$ cat src/rtl/fluxo_ram_rajada_pkg.sv
// Shared types and default geometry for the burst RAM front-end.
package fluxo_ram_pkg;

  localparam int DEF_DATA_W = 9;
  localparam int DEF_ADDR_W = 8;
  localparam int DEF_DEPTH  = 256;

  typedef enum logic [2:0] {
    OCIOSO,
    GRAVA,
    LE,
    DRENA,
    FIM
  } estado_t;

endpackage

$ cat src/rtl/fluxo_ram_rajada_if.sv
// Burst command / data bus between a requester (master) and fluxo_ram_rajada (slave).
interface fluxo_ram_rajada_if #(
  parameter int DATA_W = 9,
  parameter int ADDR_W = 8
);
  logic              inicio;
  logic              grava;
  logic [ADDR_W-1:0] base;
  logic [ADDR_W:0]   tamanho;
  logic [DATA_W-1:0] dado_entrada;
  logic              entrada_valida;
  logic              pronto_dado;
  logic [DATA_W-1:0] dado_saida;
  logic              saida_valida;
  logic              ocupado;
  logic              fim;
  logic              erro;

  modport master (
    output inicio, grava, base, tamanho, dado_entrada, entrada_valida,
    input  pronto_dado, dado_saida, saida_valida, ocupado, fim, erro
  );

  modport slave (
    input  inicio, grava, base, tamanho, dado_entrada, entrada_valida,
    output pronto_dado, dado_saida, saida_valida, ocupado, fim, erro
  );
endinterface

$ cat src/rtl/fluxo_ram_rajada_ram_sp.sv
// Single-port synchronous RAM, read-first, registered q (1-cycle read latency).
module ram_sp #(
  parameter int DATA_W = 9,
  parameter int ADDR_W = 8,
  parameter int DEPTH  = 256
) (
  input  logic              clk,
  input  logic              we_i,
  input  logic [ADDR_W-1:0] addr_i,
  input  logic [DATA_W-1:0] wdata_i,
  output logic [DATA_W-1:0] q_o
);

  logic [DATA_W-1:0] mem [DEPTH];

  always_ff @(posedge clk) begin
    if (we_i) begin
      mem[addr_i] <= wdata_i;
    end
    q_o <= mem[addr_i];
  end

endmodule

$ cat src/rtl/fluxo_ram_rajada.sv
// Burst read/write controller over ram_sp. Optional FLUXO_RAM_LIMITE_EN rejects
// bursts with base+tamanho > DEPTH (erro with fim); otherwise addresses wrap mod DEPTH.
module fluxo_ram_rajada
  import fluxo_ram_pkg::*;
#(
  parameter int DATA_W = DEF_DATA_W,
  parameter int ADDR_W = DEF_ADDR_W,
  parameter int DEPTH  = DEF_DEPTH
) (
  input  logic             clk,
  input  logic             rst,
  fluxo_ram_rajada_if.slave bus
);

  localparam int              SUM_W = ADDR_W + 2;
  localparam logic [ADDR_W:0] UM    = 1;

  estado_t           state_q, state_d;
  logic [ADDR_W-1:0] base_q, base_d;
  logic [ADDR_W:0]   tam_q, tam_d;
  logic [ADDR_W:0]   i_q, i_d;
  logic              ultimo;
  logic              ram_we;
  logic [ADDR_W-1:0] ram_addr;
  logic [DATA_W-1:0] ram_q;
  logic              rd_issue;
  logic              vld_p1_q;
  logic              vld_p2_q;
  logic [DATA_W-1:0] dado_p2_q;
`ifdef FLUXO_RAM_LIMITE_EN
  logic              erro_q, erro_d;
  logic [SUM_W-1:0]  limite;
`endif

  function automatic logic [ADDR_W-1:0] calc_addr(input logic [ADDR_W-1:0] b,
                                                  input logic [ADDR_W:0]   idx);
    logic [SUM_W-1:0] soma;
    soma = SUM_W'(b) + SUM_W'(idx);
    return ADDR_W'(soma % SUM_W'(DEPTH));
  endfunction

  assign ultimo = ((i_q + UM) == tam_q);
`ifdef FLUXO_RAM_LIMITE_EN
  assign limite = SUM_W'(bus.base) + SUM_W'(bus.tamanho);
`endif

  always_comb begin
    state_d  = state_q;
    base_d   = base_q;
    tam_d    = tam_q;
    i_d      = i_q;
    ram_we   = 1'b0;
    rd_issue = 1'b0;
    ram_addr = calc_addr(base_q, i_q);
`ifdef FLUXO_RAM_LIMITE_EN
    erro_d   = erro_q;
`endif
    unique case (state_q)
      OCIOSO: begin
        if (bus.inicio) begin
          base_d = bus.base;
          tam_d  = bus.tamanho;
          i_d    = '0;
`ifdef FLUXO_RAM_LIMITE_EN
          erro_d = (limite > SUM_W'(DEPTH));
          if (limite > SUM_W'(DEPTH) || bus.tamanho == '0) begin
            state_d = FIM;
          end else begin
            state_d = bus.grava ? GRAVA : LE;
          end
`else
          if (bus.tamanho == '0) begin
            state_d = FIM;
          end else begin
            state_d = bus.grava ? GRAVA : LE;
          end
`endif
        end
      end
      GRAVA: begin
        if (bus.entrada_valida) begin
          ram_we = ~rst;
          i_d    = i_q + UM;
          if (ultimo) state_d = FIM;
        end
      end
      LE: begin
        rd_issue = 1'b1;
        i_d      = i_q + UM;
        if (ultimo) state_d = DRENA;
      end
      DRENA: begin
        // Last word is on dado_saida and nothing left in the RAM stage.
        if (vld_p2_q && !vld_p1_q) state_d = FIM;
      end
      FIM:     state_d = OCIOSO;
      default: state_d = OCIOSO;
    endcase
  end

  always_ff @(posedge clk) begin
    if (rst) begin
      state_q <= OCIOSO;
      i_q     <= '0;
`ifdef FLUXO_RAM_LIMITE_EN
      erro_q  <= 1'b0;
`endif
    end else begin
      state_q <= state_d;
      i_q     <= i_d;
`ifdef FLUXO_RAM_LIMITE_EN
      erro_q  <= erro_d;
`endif
    end
  end

  always_ff @(posedge clk) begin
    base_q <= base_d;
    tam_q  <= tam_d;
  end

  ram_sp #(
    .DATA_W(DATA_W),
    .ADDR_W(ADDR_W),
    .DEPTH (DEPTH)
  ) u_ram (
    .clk    (clk),
    .we_i   (ram_we),
    .addr_i (ram_addr),
    .wdata_i(bus.dado_entrada),
    .q_o    (ram_q)
  );

  // p1: RAM q valid; p2: registered output word
  always_ff @(posedge clk) begin
    if (rst) begin
      vld_p1_q  <= 1'b0;
      vld_p2_q  <= 1'b0;
      dado_p2_q <= '0;
    end else begin
      vld_p1_q <= rd_issue;
      vld_p2_q <= vld_p1_q;
      if (vld_p1_q) dado_p2_q <= ram_q;
    end
  end

  assign bus.pronto_dado  = (state_q == GRAVA);
  assign bus.dado_saida   = dado_p2_q;
  assign bus.saida_valida = vld_p2_q;
  assign bus.ocupado      = (state_q != OCIOSO);
  assign bus.fim          = (state_q == FIM);
`ifdef FLUXO_RAM_LIMITE_EN
  assign bus.erro         = (state_q == FIM) && erro_q;
`else
  assign bus.erro         = 1'b0;
`endif

endmodule

$ cat src/flat_wrapper.sv
// flat-port wrapper written by rule: the top's interface ports become plain ports
module fluxo_ram_rajada_flat import fluxo_ram_pkg::*;
#(
  parameter int DATA_W = DEF_DATA_W,
  parameter int ADDR_W = DEF_ADDR_W,
  parameter int DEPTH  = DEF_DEPTH
)
  (clk, rst, bus_inicio, bus_grava, bus_base, bus_tamanho, bus_dado_entrada, bus_entrada_valida, bus_pronto_dado, bus_dado_saida, bus_saida_valida, bus_ocupado, bus_fim, bus_erro);
  fluxo_ram_rajada_if #(.DATA_W(DATA_W), .ADDR_W(ADDR_W)) bus_i ();
  input  logic clk;
  input  logic rst;
  input wire logic [$bits(bus_i.inicio)-1:0] bus_inicio;
  input wire logic [$bits(bus_i.grava)-1:0] bus_grava;
  input wire logic [$bits(bus_i.base)-1:0] bus_base;
  input wire logic [$bits(bus_i.tamanho)-1:0] bus_tamanho;
  input wire logic [$bits(bus_i.dado_entrada)-1:0] bus_dado_entrada;
  input wire logic [$bits(bus_i.entrada_valida)-1:0] bus_entrada_valida;
  output wire logic [$bits(bus_i.pronto_dado)-1:0] bus_pronto_dado;
  output wire logic [$bits(bus_i.dado_saida)-1:0] bus_dado_saida;
  output wire logic [$bits(bus_i.saida_valida)-1:0] bus_saida_valida;
  output wire logic [$bits(bus_i.ocupado)-1:0] bus_ocupado;
  output wire logic [$bits(bus_i.fim)-1:0] bus_fim;
  output wire logic [$bits(bus_i.erro)-1:0] bus_erro;
  assign bus_i.inicio = bus_inicio;
  assign bus_i.grava = bus_grava;
  assign bus_i.base = bus_base;
  assign bus_i.tamanho = bus_tamanho;
  assign bus_i.dado_entrada = bus_dado_entrada;
  assign bus_i.entrada_valida = bus_entrada_valida;
  assign bus_pronto_dado = bus_i.pronto_dado;
  assign bus_dado_saida = bus_i.dado_saida;
  assign bus_saida_valida = bus_i.saida_valida;
  assign bus_ocupado = bus_i.ocupado;
  assign bus_fim = bus_i.fim;
  assign bus_erro = bus_i.erro;
  fluxo_ram_rajada #(.DATA_W(DATA_W), .ADDR_W(ADDR_W), .DEPTH(DEPTH)) u_core (.clk(clk), .rst(rst), .bus(bus_i));
endmodule
$ cat config.mk
export PLATFORM = sky130hd
export DESIGN_NAME = fluxo_ram_rajada_flat
export DESIGN_NICKNAME = d
export VERILOG_FILES = /design/src/rtl/fluxo_ram_rajada_pkg.sv /design/src/rtl/fluxo_ram_rajada_if.sv /design/src/rtl/fluxo_ram_rajada_ram_sp.sv /design/src/rtl/fluxo_ram_rajada.sv /design/src/flat_wrapper.sv
export SDC_FILE = /design/constraint.sdc
export NUM_CORES = 2
export LEC_CHECK = 0
export CAP_MARGIN = 40
export CELL_PAD_IN_SITES_DETAIL_PLACEMENT = 2
export CELL_PAD_IN_SITES_GLOBAL_PLACEMENT = 2
export CORE_UTILIZATION = 50
export CTS_CLUSTER_SIZE = 14
export DETAILED_ROUTE_END_ITERATION = 12
export GPL_TIMING_DRIVEN = 0
export HOLD_SLACK_MARGIN = 0.08
export PLACE_DENSITY_LB_ADDON = 0.05
export SLEW_MARGIN = 25
export SYNTH_ARGS = -nofsm -noshare
export SYNTH_HDL_FRONTEND = slang
export SYNTH_HIERARCHICAL = 1
export SYNTH_SLANG_ARGS = --single-unit
$ cat constraint.sdc
create_clock -name clk -period 4.62 [get_ports clk]
set_clock_uncertainty 0.05 [all_clocks]
set_input_delay 0.462 -clock clk [delete_from_list [all_inputs] [get_ports clk]]
set_output_delay 0.462 -clock clk [all_outputs]
set_load 0.05 [all_outputs]
==> results_dict.tcl, run 1 <==
set metrics [dict create \
    status "stopped before the end" \
    haltStage "detailed placement" \
    error "[ERROR DPL-0033] detailed placement checks failed during check placement." \
    yosys_warnings 6 \
    synth-async-reset-ratio_pct 0 \
    synth_top_area_share_pct 77.3 \
    syn_avg_cell_area_um2 21.7 \
    io-pin-count 45 \
    gp_congestion 0.893 \
    synth_top_family_by_area "multiplexers" \
    synth.most_common_cell "edfxtp_1" \
    synthTopCellsByCount "2321 x edfxtp_1, 576 x mux4_2, 289 x a22oi_1" \
    yosys.area_share.simple_pct 1.97 \
    port_buffers 43 \
    synth_top_area_cell "edfxtp_1" \
    ys_seq_elements 2353 \
    ys_seq_area_share_pct 78.1 \
    synth_xor_area_share_pct 0.165 \
    synth_flop_cell "edfxtp_1" \
    synth_compound_area_share_pct 3.82 \
    hpwl_mm 226 \
    synth-edff-count 2321 \
    syn_area_um2 90100 \
    synth_cell_types 48 \
    start_util_pct 50.4 \
    yosys-top-cells-area "edfxtp_1 77%, mux4_2 14%, a22oi_1 2.4%" \
    syn_inst 4157 \
    rows 155 \
    synthAdderAreaFrac_pct 0.133 \
    die_h_um 427 \
    synthMuxAreaShare_pct 14.5 \
    die_w_um 427 \
    syn_nets 4197 \
]
kinds of logic after synthesis:
| kind of cell | after synthesis |
|---|---|
| other cells | 1 |
| buf+inv | 274 |
| fa+ha+maj | 9 |
| flops | 2353 |
| compound gates | 507 |
| mux | 588 |
| xor+xnor | 17 |
| simple gates | 408 |
metrics by stage:
stage	hold WS (ns)	area (um^2)
after global placement	0.400	93500
after floorplan	0.391	90100
==> inputs of run 2 (changes only) <==
--- a/config.mk
+++ b/config.mk
@@ -6,14 +6,10 @@
 export NUM_CORES = 2
 export LEC_CHECK = 0
 export CAP_MARGIN = 40
-export CELL_PAD_IN_SITES_DETAIL_PLACEMENT = 2
-export CELL_PAD_IN_SITES_GLOBAL_PLACEMENT = 2
-export CORE_UTILIZATION = 50
-export CTS_CLUSTER_SIZE = 14
+export CORE_UTILIZATION = 35
 export DETAILED_ROUTE_END_ITERATION = 12
 export GPL_TIMING_DRIVEN = 0
-export HOLD_SLACK_MARGIN = 0.08
-export PLACE_DENSITY_LB_ADDON = 0.05
+export PLACE_DENSITY_LB_ADDON = 0.15
 export SLEW_MARGIN = 25
 export SYNTH_ARGS = -nofsm -noshare
 export SYNTH_HDL_FRONTEND = slang
==> run 2 against run 1 <==
The run now ends clean; synthesized cell count unchanged; synthesized area unchanged.
==> results_dict.tcl, run 2 <==
set metrics [dict create \
    status "finished, final reports clean" \
    clk_pin_slew_ns 0.06 \
    drtIter0Drc 4971 \
    r2r_slack_ns 0.05 \
    largest_register_ffs 2304 \
    cp-startpoint "u_core/base_q[1]" \
    criticalPathCategory "flip-flop to flip-flop" \
    routed_wirelength_mm 272 \
    final_nets 4842 \
    rows 185 \
    drive_gt1_share_pct 32.3 \
    syn_avg_cell_area_um2 21.7 \
    routed_via_density 5.49 \
    coreArea_um2 255000 \
    synth-async-reset-ratio_pct 0 \
    clk_root_buffer_cell "clkbuf_16" \
    dieArea_um2 259000 \
    powerDensity_nw_per_um2 487 \
    antenna_found_initial 10 \
    whs_path_depth 2 \
    area_growth_pct 19.3 \
    startpoint_type "flip-flop" \
    reg2reg_depth 15 \
    dp.cells 7869 \
    cts_sinks 2353 \
    maxCapViolations 0 \
    synthTopCellsByCount "2321 x edfxtp_1, 576 x mux4_2, 289 x a22oi_1" \
    syn_nets 4197 \
    hold_viol 0 \
    cts_setup_buffers 0 \
    r2r_end "u_core/u_ram/q_o[8]" \
    clock_path_buffers 4 \
    endpoint "u_core/u_ram/q_o[8]" \
    start_util_pct 35.3 \
    final_cell_mix "2321 x edfxtp_1, 576 x mux4_2, 288 x a22oi_1" \
    io-pin-count 45 \
    port_buffers 43 \
    layout_min_cycle_time_ns 4.57 \
    period_share_pct 98.9 \
    track_usage_pct 21.0 \
    final_util_pct 42.1 \
    irDropWorstVdd_mv 0.465 \
    synth_cell_types 48 \
    fill_cells 22246 \
    setup_viol 0 \
    tns_ns 0 \
    die_w_um 509 \
    ant_nets 0 \
    dr.pass1.iters 7 \
    clock_latency_ns 0.92 \
    synth_top_area_share_pct 77.3 \
    cts_buffers 274 \
    post-route-drc-count 0 \
    arrival_ns 5.37 \
    top_register "u_core/u_ram/mem" \
    rsz0062_at_grt "true" \
    wl_per_cell_um 32.6 \
    syn_inst 4157 \
    synth_flop_cell "edfxtp_1" \
    yosys-top-cells-area "edfxtp_1 77%, mux4_2 14%, a22oi_1 2.4%" \
    worst_slew_pin_slew_ns 1.06 \
    htree_levels 5 \
    finalMaxSlewViolations 0 \
    grt_pass1_wl_mm 376 \
    yosys_warnings 6 \
    cts_tree "built" \
    grt_max_degree 105 \
    ys_seq_elements 2353 \
    final_common_cell "edfxtp_1" \
    die_h_um 509 \
    max_freq_ghz 0.219 \
    ys_seq_area_share_pct 78.1 \
    required_ns 5.42 \
    cp_max_fo 10 \
    synth_top_area_cell "edfxtp_1" \
    rr_startpoint "u_core/base_q[1]" \
    vias 45842 \
    overflow 0 \
    gp_congestion 0.897 \
    endpoint_kind "flip-flop" \
    synth-edff-count 2321 \
    power_leakage_nw 33.4 \
    synth.most_common_cell "edfxtp_1" \
    fin_cells 8347 \
    slew_headroom_pct 29.3 \
    syn_area_um2 90100 \
    min-delay-path-class "input port to flip-flop" \
    grt_pass1_vias 46613 \
    hpwl_mm 188 \
]
[run 2: cell counts after synthesis]
Identical to the previous run, type by type.
[run 2: report_power, final]
| group | internal, mW | switching, mW | leakage, nW |
|---|---|---|---|
| combinational | 3.41 | 5.36 | 8.29 |
| clock | 11.7 | 8.30 | 3.96 |
| sequential | 23.5 | 0.0463 | 21.1 |
| total | 38.6 | 13.7 | 33.4 |
[run 2: timing repair]
| action | in CTS | in global routing |
|---|---|---|
| hold buffers | 12 | 0 |
| hold endpoints to repair | 209 | 0 |
| setup endpoints to repair | 2095 | 1068 |
| resized for setup | 153 | 140 |
[run 2: cell type report]
| cell class | count | area [um^2] | area share [%] |
|---|---|---|---|
| flip-flops and latches | 2353 | 70300 | 65.4 |
| multi-input cells | 1530 | 19500 | 18.2 |
| clock buffers | 335 | 7230 | 6.73 |
| well taps | 3366 | 4210 | 3.92 |
| repair buffers | 372 | 3920 | 3.64 |
| plain buffers | 261 | 1350 | 1.26 |
| clock inverters | 118 | 852 | 0.793 |
| inverters | 10 | 41.3 | 0.0384 |
| diodes | 2 | 5.00 | 0.00466 |
[run 2: kinds of logic after synthesis]
group           after synthesis  share of synthesized area (%)
fa+ha+maj                     9                          0.133
compound gates              507                           3.82
mux                         588                           14.5
flops                      2353                           78.1
simple gates                408                           1.97
buf+inv                     274                           1.31
other cells                   1                        0.00416
xor+xnor                     17                          0.165
[run 2: worst min path at each step]
stage,slack [ns],start,to
3_3_place_gp,0.41,u_core/u_ram/q_o[8],u_core/bus.dado_saida[8]
3_5_place_dp,0.42,u_core/u_ram/q_o[2],u_core/bus.dado_saida[2]
4_1_cts,0.004,bus_base[4],u_core/base_q[4]
2_1_floorplan,0.39,u_core/u_ram/q_o[0],u_core/bus.dado_saida[0]
6_report,0.03,bus_dado_entrada[6],u_core/u_ram/mem[204][6]
5_1_grt,0.02,bus_dado_entrada[6],u_core/u_ram/mem[204][6]
[run 2: worst max-delay path, stage by stage (launching register included)]
cell	delay (ns)
edfxtp_1	0.43
ha_1	0.32
a21o_1	0.18
a21oi_1	0.20
xnor2_1	0.14
clkbuf_2	0.34
nor2b_1	0.18
clkbuf_2	0.28
clkbuf_2	0.36
buf_16	0.20
clkbuf_1	0.51
a22oi_1	0.25
a21oi_1	0.56
o41ai_1	0.18
buf_2	0.19
nand4_1	0.10
[run 2: per-stage QoR]
step                hold slack (ns)  cell area (um^2)  power (mW)  setup WS (ns)
detailed placement            0.415             98300        32.7          -1.48
global route                 0.0208            107000        54.0         -0.110
global placement              0.406             94800        32.7          -5.83
floorplan                     0.391             90100        28.9           1.04
finish                       0.0290            107000        52.4         0.0528
CTS                         0.00415            107000        52.8        -0.0361
[run 2: layer usage]
metal	global-route usage, %	share of wire (%)
met2	33.0	47
met1	29.4	43
met3	4.28	7.0
met4	6.61	3.2
met5	0	0
(Power assumes the default switching activity.)
